`src/rtl/bcd_arith_sequencer.sv`:
```
// Digit-serial BCD add/subtract sequencer driving a digit-addressed register file.
// Define BCD_SEQ_NEG_EN to build the 10's-complement pass that stores negative results as magnitude.
module bcd_arith_sequencer #(
  parameter int DIGITS = 4,
  parameter int IDXW   = 2
) (
  input  logic            clk,
  input  logic            reset,
  input  logic            start,
  input  logic            op,
  input  logic [3:0]      rd_digit,
  output logic [1:0]      reg_sel,
  output logic [IDXW-1:0] dig_idx,
  output logic            wr_en,
  output logic [3:0]      wr_digit,
  output logic            busy,
  output logic            done,
  output logic            neg,
  output logic            ovf,
  output logic            err
);

  typedef enum logic [2:0] {
    S_IDLE,
    S_RD_A,
    S_RD_B,
    S_WR,
    S_NEG_RD,
    S_NEG_WR,
    S_DONE
  } state_e;

  state_e          state_q, state_d;
  logic            op_q, op_d;
  logic [3:0]      a_q, a_d;
  logic [3:0]      b_q, b_d;
  logic            c_q, c_d;
  logic [IDXW-1:0] idx_q, idx_d;
  logic            neg_q, neg_d;
  logic            ovf_q, ovf_d;
  logic            err_q, err_d;

  logic       rd_bad;
  logic [3:0] rd_val;
  logic [4:0] add_s;
  logic [4:0] sub_s;
  logic [4:0] neg_s;
  logic [3:0] dig;
  logic       cout;
  logic       last;

  always_comb begin
    rd_bad = (rd_digit > 4'd9);
    rd_val = rd_bad ? 4'd0 : rd_digit;
    add_s  = {1'b0, a_q} + {1'b0, b_q} + {4'b0, c_q};
    // Biased by 10 so the borrow shows up as a result below 10.
    sub_s  = 5'd10 + {1'b0, a_q} - {1'b0, b_q} - {4'b0, c_q};
    neg_s  = {1'b0, 4'd9 - a_q} + {4'b0, c_q};
    last   = (idx_q == IDXW'(DIGITS - 1));
    dig    = 4'd0;
    cout   = 1'b0;
    if (state_q == S_NEG_WR) begin
      cout = (neg_s > 5'd9);
      dig  = cout ? 4'(neg_s - 5'd10) : neg_s[3:0];
    end else if (op_q) begin
      cout = (sub_s < 5'd10);
      dig  = cout ? sub_s[3:0] : 4'(sub_s - 5'd10);
    end else begin
      cout = (add_s > 5'd9);
      dig  = cout ? 4'(add_s - 5'd10) : add_s[3:0];
    end
  end

  always_comb begin
    state_d = state_q;
    op_d    = op_q;
    a_d     = a_q;
    b_d     = b_q;
    c_d     = c_q;
    idx_d   = idx_q;
    neg_d   = neg_q;
    ovf_d   = ovf_q;
    err_d   = err_q;
    unique case (state_q)
      S_IDLE: begin
        if (start) begin
          op_d    = op;
          neg_d   = 1'b0;
          ovf_d   = 1'b0;
          err_d   = 1'b0;
          idx_d   = '0;
          c_d     = 1'b0;
          state_d = S_RD_A;
        end
      end
      S_RD_A: begin
        a_d     = rd_val;
        err_d   = err_q | rd_bad;
        state_d = S_RD_B;
      end
      S_RD_B: begin
        b_d     = rd_val;
        err_d   = err_q | rd_bad;
        state_d = S_WR;
      end
      S_WR: begin
        c_d = cout;
        if (!last) begin
          idx_d   = idx_q + IDXW'(1);
          state_d = S_RD_A;
        end else if (cout && !op_q) begin
          ovf_d   = 1'b1;
          state_d = S_DONE;
        end else if (cout && op_q) begin
          neg_d   = 1'b1;
`ifdef BCD_SEQ_NEG_EN
          idx_d   = '0;
          c_d     = 1'b1;
          state_d = S_NEG_RD;
`else
          state_d = S_DONE;
`endif
        end else begin
          state_d = S_DONE;
        end
      end
`ifdef BCD_SEQ_NEG_EN
      S_NEG_RD: begin
        a_d     = rd_val;
        err_d   = err_q | rd_bad;
        state_d = S_NEG_WR;
      end
      S_NEG_WR: begin
        c_d = cout;
        if (!last) begin
          idx_d   = idx_q + IDXW'(1);
          state_d = S_NEG_RD;
        end else begin
          state_d = S_DONE;
        end
      end
`endif
      S_DONE:  state_d = S_IDLE;
      default: state_d = S_IDLE;
    endcase
  end

  always_ff @(posedge clk) begin
    if (reset) begin
      state_q <= S_IDLE;
      op_q    <= 1'b0;
      a_q     <= 4'd0;
      b_q     <= 4'd0;
      c_q     <= 1'b0;
      idx_q   <= '0;
      neg_q   <= 1'b0;
      ovf_q   <= 1'b0;
      err_q   <= 1'b0;
    end else begin
      state_q <= state_d;
      op_q    <= op_d;
      a_q     <= a_d;
      b_q     <= b_d;
      c_q     <= c_d;
      idx_q   <= idx_d;
      neg_q   <= neg_d;
      ovf_q   <= ovf_d;
      err_q   <= err_d;
    end
  end

  always_comb begin
    reg_sel  = 2'd0;
    wr_en    = 1'b0;
    wr_digit = 4'd0;
    unique case (state_q)
      S_RD_A:   reg_sel = 2'd1;
      S_RD_B:   reg_sel = 2'd2;
      S_NEG_RD: reg_sel = 2'd3;
      S_WR, S_NEG_WR: begin
        reg_sel  = 2'd3;
        wr_en    = 1'b1;
        wr_digit = dig;
      end
      default: reg_sel = 2'd0;
    endcase
  end

  assign dig_idx = idx_q;
  assign busy    = (state_q != S_IDLE);
  assign done    = (state_q == S_DONE);
  assign neg     = neg_q;
  assign ovf     = ovf_q;
  assign err     = err_q;

endmodule

```
`config.mk`:
```
export PLATFORM = sky130hd
export DESIGN_NAME = bcd_arith_sequencer
export DESIGN_NICKNAME = d
export VERILOG_FILES = /design/src/rtl/bcd_arith_sequencer.sv
export SDC_FILE = /design/constraint.sdc
export NUM_CORES = 1
export LEC_CHECK = 0
export BUFFER_PORTS_ARGS = -buffer_cell sky130_fd_sc_hd__buf_4
export CAP_MARGIN = 20
export CORE_ASPECT_RATIO = 0.75
export CORE_MARGIN = 2
export CORE_UTILIZATION = 51
export DETAILED_ROUTE_END_ITERATION = 8
export GPL_TIMING_DRIVEN = 1
export PLACE_DENSITY_LB_ADDON = 0.3
export SLEW_MARGIN = 20
export SYNTH_ARGS = -nofsm -noshare
export SYNTH_HDL_FRONTEND = slang
export SYNTH_SLANG_ARGS = --single-unit
```
`constraint.sdc`:
```
create_clock -name clk -period 3.2 [get_ports clk]
set_clock_uncertainty 0.2 [all_clocks]
set_input_delay 0.64 -clock clk [delete_from_list [all_inputs] [get_ports clk]]
set_output_delay 0.64 -clock clk [all_outputs]
set_load 0.01 [all_outputs]
```
# Yosys cells after proc, flatten, opt, wreduce, memory -nomap -nowiden
# Cells that the tools add are included.
# totals
ff_bits	18
latchBits	0
mem_bits_rw	0
rom_bits	0
out_inout_bits	14
wordCells	81
mem_count	0
# op_classes
addsub	11
multipliers	0
div_mod_pow	0
order_cmp	4
n_eq_ne	13
shifts	0
mux	27
bitwise	1
reduce_logical	16
# op_table
op	count
two-way mux 4 bit	7
inequality test 2 bit, second input constant	6
one-hot mux 3 bit (4 select lines)	1
subtractor 4 bit, second input constant	3
> comparator 5 x 4 -> 1 bit, second input constant	2
equality test 3 bit, second input constant	3
two-way mux 1 bit	9
one-hot mux 1 bit (2 select lines)	4
equality test 3 x 2 -> 1 bit, second input constant	2
two-way mux 3 bit	2
one-hot mux 2 bit (3 select lines)	1
AND reduction 2 bit	3
adder 4 x 1 -> 5 bit	1
adder 4 x 4 -> 5 bit	1
adder 4 x 4 -> 5 bit, first input constant	1
adder 5 x 1 -> 5 bit	1
less-than comparator 5 x 4 -> 1 bit, second input constant	1
AND reduction 5 bit	1
subtractor 5 x 1 -> 5 bit	1
subtractor 5 x 4 -> 5 bit	1
> comparator 4 bit, second input constant	1
two-way mux 2 bit	2
one-hot mux 2 bit (2 select lines)	1
AND reduction 4 bit	1
13 further kinds	16

# Longest topological paths before layout
# Gate-level depths: netlist (run 1).
# depth
word_depth	11
mapped_depth	12

# Least setup slack after synthesis (run 1)
# No wires, ideal clock.
# synth_path
path_type	reg2out
from	register a_q[0]
to	output port wr_digit[2]
arrival_ns	2.802
required_time_ns	2.360
slack_ns	-0.442
stages_incl_launch_ff	10
n_path_buf	0
cell_sequence	dfxtp_1 > fa_1 > fa_1 > xnor2_1 > ha_1 > nor2b_1 > a31o_1 > o21ai_1 > mux2_1 > o311ai_1
# synth_between
elab_chain_cells	8
# synth_rtl
element	line_no	text
from (decl)	35	logic [3:0] a_q, a_d;
from (signal assigned)	152	a_q <= 4'd0;
from (signal assigned)	162	a_q <= a_d;
adder 4 x 4 -> 5 bit	57	sub_s = 5'd10 + {1'b0, a_q} - {1'b0, b_q} - {4'b0, c_q};
subtractor 5 x 4 -> 5 bit	57	
subtractor 5 x 1 -> 5 bit	57	
subtractor 4 bit / less-than comparator 5 x 4 -> 1 bit (equally long branches)	67, 66	
two-way mux 4 bit	67	dig = cout ? sub_s[3:0] : 4'(sub_s - 5'd10);
two-way mux 4 bit	65	end else if (op_q) begin
two-way mux 4 bit (*)	62	if (state_q == S_NEG_WR) begin
two-way mux 4 bit (*)	176	unique case (state_q)
to (decl)	15	output logic [3:0] wr_digit,
# Every way passes the cells marked *; elsewhere a longest branch is shown, timed or not.

# Final worst setup path (run 1)
# layout_path
from	register b_q[0]
to	output port wr_digit[2]
# layout_between
elab_chain_cells	7
# layout_rtl
element	line_no	text
from (decl)	36	logic [3:0] b_q, b_d;
from (signal assigned)	153	b_q <= 4'd0;
from (signal assigned)	163	b_q <= b_d;
subtractor 5 x 4 -> 5 bit / adder 4 x 4 -> 5 bit (equally long branches)	57, 55	
subtractor 5 x 1 -> 5 bit / adder 5 x 1 -> 5 bit (equally long branches)	57, 55	
subtractor 4 bit (tied with other cells)	67	
two-way mux 4 bit (on tied branches)	67, 70	
two-way mux 4 bit (*)	65	
two-way mux 4 bit (*)	62	
two-way mux 4 bit (*)	176	
# Marks and branches as above.

==> results_dict.tcl, run 1 <==
set metrics [dict create \
    root_buffer "clkbuf_8" \
    max_stage_delay_ns 0.56 \
    layout.nets 269 \
    setup_viol 6 \
    worstPathArrival_ns 2.98 \
    die_w_um 67.0 \
    finalHoldViolations 0 \
    cp_max_fo 2 \
    grt_pass1_wl_mm 6.83 \
    grt_remaining_overflow 0 \
    first_pass_iters 4 \
    wl_per_cell_um 16.3 \
    cp_slowest_cell "fa_2" \
    drive_gt1_frac 0.392 \
    worstSetupPathType "reg2out" \
    io_buffers 21 \
    track_usage 0.265 \
    insertion_delay_ns 0.25 \
    dp_hpwl_mm 3.24 \
    ir_drop_mv 0.296 \
    cts_buffer_depth 2 \
    synth_edf_count 0 \
    ys_top_cells_by_count "27 x nor2_1, 18 x a21oi_1, 18 x dfxtp_1, 18 x inv_1, 15 x ha_1" \
    status "complete, but fails checks" \
    core_mm2 0.00289 \
    min-delay-start "ovf$_SDFFE_PP0P_" \
    seq_area_frac_synth 0.237 \
    io-pin-count 22 \
    netlist_area_mm2 0.00152 \
    reg2reg_slack_ns -0.35 \
    grt_max_degree 18 \
    synthFlopType "dfxtp_1" \
    critPathCaptureType "output port" \
    worstRegToRegCells 15 \
    synth_top_area_cell "dfxtp_1" \
    vias 1551 \
    timing.fmax_ghz 0.262 \
    area_delta_synth_final_pct 42.2 \
    power_w 0.000711 \
    viasPerCell 5.58 \
    hold-worst-slack_ns 0.293 \
    crit_top_cell "fa_2" \
    design_area_mm2 0.00216 \
    die_y_um 51.3 \
    cts_sinks 18 \
    relSlewSlack 0.622 \
    yosys_register_bits 18 \
    drc 0 \
    finalMaxSlewViolations 0 \
    crit_required_ns 2.36 \
    cts_tree "built" \
    hold_path.class "reg2reg" \
    syn_inst 187 \
    rsz0062_at_grt "true" \
    synth.avg_cell_area_um2 8.13 \
    whs_endpoint "ovf$_SDFFE_PP0P_" \
    min_period_ns 3.82 \
    final_cells 278 \
    postCtsHoldBufs 0 \
    synthDistinctLibCells 50 \
    tns_ns -2.63 \
    cts_inserted_buffers 3 \
    synth_nets 215 \
    power_leakage_nw 0.984 \
    reg2reg_from "b_q[0]$_SDFFE_PP0P_" \
    gp_congestion 0.815 \
    clkTransAtPathRegs_ns 0.07 \
    cp-startpoint "b_q[0]$_SDFFE_PP0P_" \
    path_cells "fa_2, fa_2, inv_2, ha_4, nor2b_4, a31o_1, o21ai_2, mux2_4, o311ai_4, buf_4" \
    startpoint_type "register" \
    powerDensity_mw_per_mm2 329 \
    synthMostInstantiatedCell "nor2_1" \
    worstMarginPinSlew_ns 0.552 \
    dp.cells 265 \
    ys_warn_count 0 \
    htreeDepth 1 \
    drt_iter0_drc 89 \
    wirelength_mm 4.53 \
    setup_ws_ns -0.620 \
    synthArstFlopShare 0 \
    grt_pass1_vias 1457 \
    holdPathStages 1 \
    start_util 0.526 \
    yosys-top-cells-area "dfxtp_1 24%, ha_1 12%, nor2_1 6.7%, fa_1 6.6%, a21oi_1 5.9%" \
    failed_checks "setup timing" \
    min_period_over_period 1.19 \
    num_rows 17 \
    die_area_mm2 0.00344 \
    synth_top_area_share 0.237 \
    place_area_mm2 0.00196 \
    maxCapViolations 0 \
    antenna_cells 0 \
    antenna_left 0 \
    antenna_found_initial 0 \
    timing.rr.end "neg$_SDFFE_PP0P_" \
]
-- routing by layer --
metal,GRT usage,part of all wire,up-vias
met3,0.0264,0.039,13
met5,0,0,-
met2,0.464,0.51,57
li1,-,-,752
met4,0.0782,0.021,0
met1,0.343,0.43,729
-- cells by family after synthesis --
kind of cell / synth area share
simple gates: 0.224
compound gates: 0.193
buf+inv: 0.0675
fa+ha+maj: 0.189
flops: 0.237
xor+xnor: 0.0617
mux: 0.0272
-- layout by cell type (no fill, tap or decap), types with 4 or more instances in the layout --
cell | netlist | routed
a21oi_1 | 18 | 18
buf_4 | 1 | 57
clkbuf_8 | 0 | 4
dfxtp_1 | 18 | 14
ha_1 | 15 | 11
inv_1 | 18 | 15
nand2_1 | 8 | 8
nand3_1 | 4 | 4
nor2_1 | 27 | 27
nor3_1 | 6 | 6
o21ai_0 | 5 | 4
-- where the power goes --
| group | leakage, nW | switching [W] | internal (W) | total (W) |
|---|---|---|---|---|
| clock | 0.0288 | 0.0000788 | 0.000109 | 0.000188 |
| combinational | 0.807 | 0.000133 | 0.000137 | 0.000270 |
| sequential | 0.148 | 0.0000190 | 0.000234 | 0.000253 |
-- state kept, by name (all words and copies together) (netlist names) --
register and cells:
a_q 4, op_q 1, dig_idx 2, c_q 1, b_q 4, err 1, ovf 1, neg 1
state_q 3
-- worst max-delay path, delay by kind of cell, from the launching register on --
kind,cells,cell delay [ns]
flip-flops,1,0.34
adder cells (fa/ha/maj),3,1.11
AND/OR/NAND/NOR,1,0.12
multiplexers,1,0.33
buffers and inverters,2,0.21
AO/OA/AOI/OAI,3,0.62
-- per-stage QoR --
| stage | worst slack, ns | util |
|---|---|---|
| 6_report | -0.620 | 0.747 |
| 5_1_grt | -0.685 | 0.747 |
| 4_1_cts | -0.606 | 0.724 |
| 3_5_place_dp | -0.375 | 0.676 |
| 3_3_place_gp | -0.281 | 0.676 |
| 2_1_floorplan | -0.212 | - |
-- worst max-delay path by stage --
stage                   to  slack (ns)
2_1_floorplan  wr_digit[2]       -0.21
6_report       wr_digit[2]       -0.62
5_1_grt        wr_digit[2]       -0.69
3_3_place_gp   wr_digit[2]       -0.28
3_5_place_dp   wr_digit[2]       -0.37
4_1_cts        wr_digit[2]       -0.61
-- timing repair --
item | CTS | global route
setup endpoints to repair | 6 | 6
hold endpoints to repair | 0 | 0
buffers inserted | 5 | 4
resized for setup | 9 | 7
pin swaps | 6 | 3
-- layout make-up --
type	instances	area, µm²
fillers	217	731
multi-input cells	143	1190
inverters	18	70.1
well taps	38	47.5
clock buffers	4	55.1
repair buffers	57	428
flip-flops and latches	18	368
Power figures use the tool's default switching activity.
==> run 2, diff against run 1 <==
CELL_PAD_IN_SITES_DETAIL_PLACEMENT = 0   (was not set)
CELL_PAD_IN_SITES_GLOBAL_PLACEMENT = 2   (was not set)
CORE_UTILIZATION = 30   (was 51)
==> results_dict.tcl, run 2 (synthesis gave the netlist of run 1 again) <==
set metrics [dict create \
    max_stage_delay_ns 0.55 \
    path_cells "fa_2, fa_2, inv_2, ha_4, nor2b_4, a31o_1, o21ai_2, mux2_4, o311ai_4, buf_6" \
    min_period_over_period 1.17 \
    gp_congestion 0.777 \
    cts_sinks 18 \
    use_met3 0.0201 \
    grt_remaining_overflow 0 \
    min-delay-start "err$_SDFFE_PP0P_" \
    cp_max_fo 2 \
    drt_iter0_drc 20 \
    cts_buffer_depth 2 \
    die_area_mm2 0.00566 \
    finalHoldViolations 0 \
    grt_pass1_vias 1458 \
    crit_top_cell "fa_2" \
    powerDensity_mw_per_mm2 302 \
    top_usage_layer "met2" \
    dp_hpwl_mm 3.22 \
    reg2reg_from "a_q[1]$_SDFFE_PP0P_" \
    die_y_um 65.7 \
    critPathCaptureType "output port" \
    num_rows 22 \
    die_w_um 86.2 \
    cts_inserted_buffers 3 \
    hold-worst-slack_ns 0.279 \
    power_w 0.000653 \
    root_buffer "clkbuf_8" \
    clkTransAtPathRegs_ns 0.06 \
    final_cells 294 \
    use_met2 0.265 \
    htreeDepth 1 \
    power_leakage_nw 0.951 \
    worstMarginPinSlew_ns 0.534 \
    drive_gt1_frac 0.393 \
    io-pin-count 22 \
    grt_pass1_wl_mm 6.69 \
    first_pass_iters 5 \
    failed_checks "setup timing" \
    postCtsHoldBufs 0 \
    reg2reg_slack_ns 0.05 \
    timing.rr.end "neg$_SDFFE_PP0P_" \
    worstPathArrival_ns 2.91 \
    finalMaxSlewViolations 0 \
    place_area_mm2 0.00200 \
    track_usage 0.149 \
    setup_viol 3 \
    relSlewSlack 0.643 \
    ir_drop_mv 0.181 \
    setup.worst_path.end "wr_digit[2]" \
    dp.cells 289 \
    timing.fmax_ghz 0.266 \
    final_common_cell "buf_4" \
    grt_max_degree 18 \
    core_mm2 0.00490 \
    worstSetupPathType "reg2out" \
    crit_required_ns 2.36 \
    vias 1445 \
    finalCoreUtilization 0.441 \
    maxCapViolations 0 \
    antenna_left 0 \
    start_util 0.310 \
    worstRegToRegCells 14 \
    layout.nets 263 \
    top_regs "a_q (4), b_q (4), state_q (3)" \
    io_buffers 21 \
    antenna_found_initial 0 \
    insertion_delay_ns 0.25 \
    met1_usage 0.185 \
    rsz0062_at_grt "true" \
    area_delta_synth_final_pct 42.2 \
    drc 0 \
    antenna_cells 0 \
    wirelength_mm 4.00 \
    status "complete, but fails checks" \
    min_period_ns 3.75 \
    hold_path.class "reg2reg" \
    wl_per_cell_um 13.6 \
    cts_tree "built" \
    viasPerCell 4.91 \
    design_area_mm2 0.00216 \
    cp-startpoint "b_q[0]$_SDFFE_PP0P_" \
    setup_ws_ns -0.554 \
    startpoint_type "register" \
    cp_slowest_cell "fa_2" \
    layout_common_cells "48 x buf_4, 27 x nor2_1, 16 x a21oi_1" \
]
## run 2: how the worst min path moves through the flow
stage	cells after the start	slack, ns	endpoint
6_report	1	0.28	err$_SDFFE_PP0P_
5_1_grt	1	0.31	err$_SDFFE_PP0P_
4_1_cts	1	0.29	err$_SDFFE_PP0P_
3_5_place_dp	1	0.26	err$_SDFFE_PP0P_
3_3_place_gp	1	0.26	ovf$_SDFFE_PP0P_
2_1_floorplan	2	0.29	b_q[0]$_SDFFE_PP0P_
## run 2: where the power goes
group / switching, W / total, W / leakage, nW / internal [W]
combinational: 0.000121 / 0.000243 / 0.780 / 0.000122
sequential: 0.0000181 / 0.000252 / 0.148 / 0.000234
clock: 0.0000704 / 0.000159 / 0.0228 / 0.0000882
total: 0.000209 / 0.000653 / 0.951 / 0.000444
## run 2: repair_timing
| action | in CTS | in global routing |
|---|---|---|
| resized for setup | 9 | 16 |
| setup endpoints to repair | 5 | 6 |
| pin swaps | 8 | 8 |
| buffers inserted | 1 | 0 |
| hold endpoints to repair | 0 | 0 |
## run 2: critical path, delay by kind of cell, from the launching register on
family | cells | cell delay (ns)
adder cells (fa/ha/maj) | 3 | 1.11
AO/OA/AOI/OAI | 3 | 0.58
flip-flops | 1 | 0.34
multiplexers | 1 | 0.33
buffers and inverters | 2 | 0.19
AND/OR/NAND/NOR | 1 | 0.12
## run 2: area by class of cell
type	instances	area, µm²
Sequential cell	18	368
Inverter	18	70.1
Multi-Input combinational cell	143	1210
Clock buffer	4	45.0
Timing Repair Buffer	51	394
Tap cell	60	75.1
Fill cell	511	2740
## run 2: layer usage
metal  share of wire  wire (µm)  vias to the layer above
met5               0          0                        -
met4           0.015         61                        0
met3           0.024         98                        6
met2            0.49       1950                       19
met1            0.47       1890                      680
li1                -          -                      740
## run 2: stage by stage
step,setup TNS (ns),setup slack (ns)
after floorplan,-0.212,-0.212
after detailed placement,-0.964,-0.369
after CTS,-1.57,-0.600
after global routing,-1.81,-0.637
after global placement,-0.730,-0.304
final,-1.48,-0.554
==> run 3, diff against run 2 <==
BUFFER_PORTS_ARGS = -buffer_cell sky130_fd_sc_hd__buf_2   (was -buffer_cell sky130_fd_sc_hd__buf_4)
==> results_dict.tcl, run 3 (synthesis gave the netlist of run 1 again) <==
set metrics [dict create \
    top_regs "a_q (4), b_q (4), state_q (3)" \
    top_layer_used "met4" \
    crit_required_ns 2.36 \
    crit_top_cell "fa_2" \
    die_w_um 86.2 \
    num_rows 22 \
    max_stage_delay_ns 0.55 \
    area_delta_synth_final_pct 41.2 \
    htreeDepth 1 \
    wl_met2_mm 1.85 \
    grt_pass1_vias 1431 \
    design_area_mm2 0.00215 \
    finalMaxSlewViolations 0 \
    vias 1453 \
    power_w 0.000681 \
    crit_buf_inv 2 \
    first_pass_iters 4 \
    place_area_mm2 0.00194 \
    clkTransAtPathRegs_ns 0.07 \
    relSlewSlack 0.651 \
    antenna_found_initial 0 \
    startpoint_type "register" \
    critPathCaptureType "output port" \
    viasPerCell 4.89 \
    track_usage 0.148 \
    layout_common_cells "29 x buf_4, 27 x nor2_1, 21 x buf_2" \
    hold_path.class "reg2reg" \
    setup_ws_ns -0.585 \
    antenna_cells 0 \
    drive_gt1_frac 0.397 \
    status "complete, but fails checks" \
    powerDensity_mw_per_mm2 317 \
    wirelength_mm 3.87 \
    dp_hpwl_mm 3.10 \
    cts_tree "built" \
    ir_drop_mv 0.263 \
    cts_inserted_buffers 3 \
    path_cells "fa_2, fa_2, inv_2, ha_4, nor2b_4, a31o_1, o21ai_2, mux2_4, o311ai_4, buf_2" \
    drt_iter0_drc 39 \
    worstSetupPathType "reg2out" \
    power_leakage_nw 0.966 \
    drc 0 \
    die_y_um 65.7 \
    failed_checks "setup timing" \
    min_period_over_period 1.18 \
    gp_congestion 0.758 \
    layout.nets 266 \
    cts_sinks 18 \
    core_mm2 0.00490 \
    cp_slowest_cell "fa_2" \
    grt_remaining_overflow 0 \
    wl_per_cell_um 13.0 \
    hold-worst-slack_ns 0.277 \
    min_period_ns 3.79 \
    maxCapViolations 0 \
    io_buffers 21 \
    cp_max_fo 2 \
    postCtsHoldBufs 0 \
    final_common_cell "buf_4" \
    insertion_delay_ns 0.25 \
    worstMarginPinSlew_ns 0.521 \
    root_buffer "clkbuf_8" \
    finalHoldViolations 0 \
    start_util 0.310 \
    setup_viol 3 \
    worstPathArrival_ns 2.95 \
    cts_buffer_depth 2 \
    wl_met1_mm 1.89 \
    timing.fmax_ghz 0.264 \
    grt_pass1_wl_mm 6.61 \
    rsz0062_at_grt "true" \
    fill_cells 489 \
    grt_max_degree 18 \
    antenna_left 0 \
    dr_wl_met3_um 98 \
    die_area_mm2 0.00566 \
    io-pin-count 22 \
    critPathTopFamily "adder cells" \
]
[run 3: worst register-to-register path, delay by kind of cell (launching register included)]
family	cells	cell delay, ns
AO/OA/AOI/OAI	4	0.62
adder cells (fa/ha/maj)	4	1.33
buffers and inverters	6	0.49
flip-flops	1	0.36
[run 3: cell type report]
class	count	area, µm²	area share
inverters	18	70.1	0.0327
repair buffers	54	368	0.171
flip-flops and latches	18	368	0.171
well taps	60	75.1	0.0350
clock buffers	4	55.1	0.0257
multi-input cells	143	1210	0.564
[run 3: worst paths after layout]
path / startpoint / endpoint / slack, ns / depth (start not counted)
setup / recovery: b_q[0]$_SDFFE_PP0P_ / wr_digit[2] / -0.59 / 10
hold / removal: ovf$_SDFFE_PP0P_ / ovf$_SDFFE_PP0P_ / 0.28 / 1
setup reg to reg: a_q[1]$_SDFFE_PP0P_ / ovf$_SDFFE_PP0P_ / 0.09 / 14
hold reg to reg: ovf$_SDFFE_PP0P_ / ovf$_SDFFE_PP0P_ / 0.28 / 1
[run 3: layer usage]
| metal | up-vias | track usage |
|---|---|---|
| met5 | - | 0 |
| met4 | 0 | 0.0430 |
| met3 | 4 | 0.0138 |
| met2 | 23 | 0.258 |
| met1 | 684 | 0.194 |
| li1 | 742 | - |
[run 3: report_power, final]
group / internal, W / leakage, nW / total [W] / switching [W]
Sequential: 0.000234 / 0.148 / 0.000251 / 0.0000175
Combinational: 0.000123 / 0.789 / 0.000243 / 0.000120
Clock: 0.000109 / 0.0288 / 0.000187 / 0.0000773
Total: 0.000466 / 0.966 / 0.000681 / 0.000215
[run 3: repair_timing]
| action | CTS | global route |
|---|---|---|
| resized for setup | 15 | 10 |
| pin swaps | 10 | 4 |
| setup endpoints to repair | 6 | 6 |
| setup buffers | 4 | 1 |
[run 3: per-stage QoR]
step	TNS (ns)	setup WS, ns	cells	util
global placement	-0.778	-0.302	288	0.396
finish	-1.52	-0.585	297	0.438
detailed placement	-0.968	-0.342	288	0.396
CTS	-1.52	-0.592	296	0.426
floorplan	-0.212	-0.212	187	-
global route	-1.83	-0.654	297	0.438
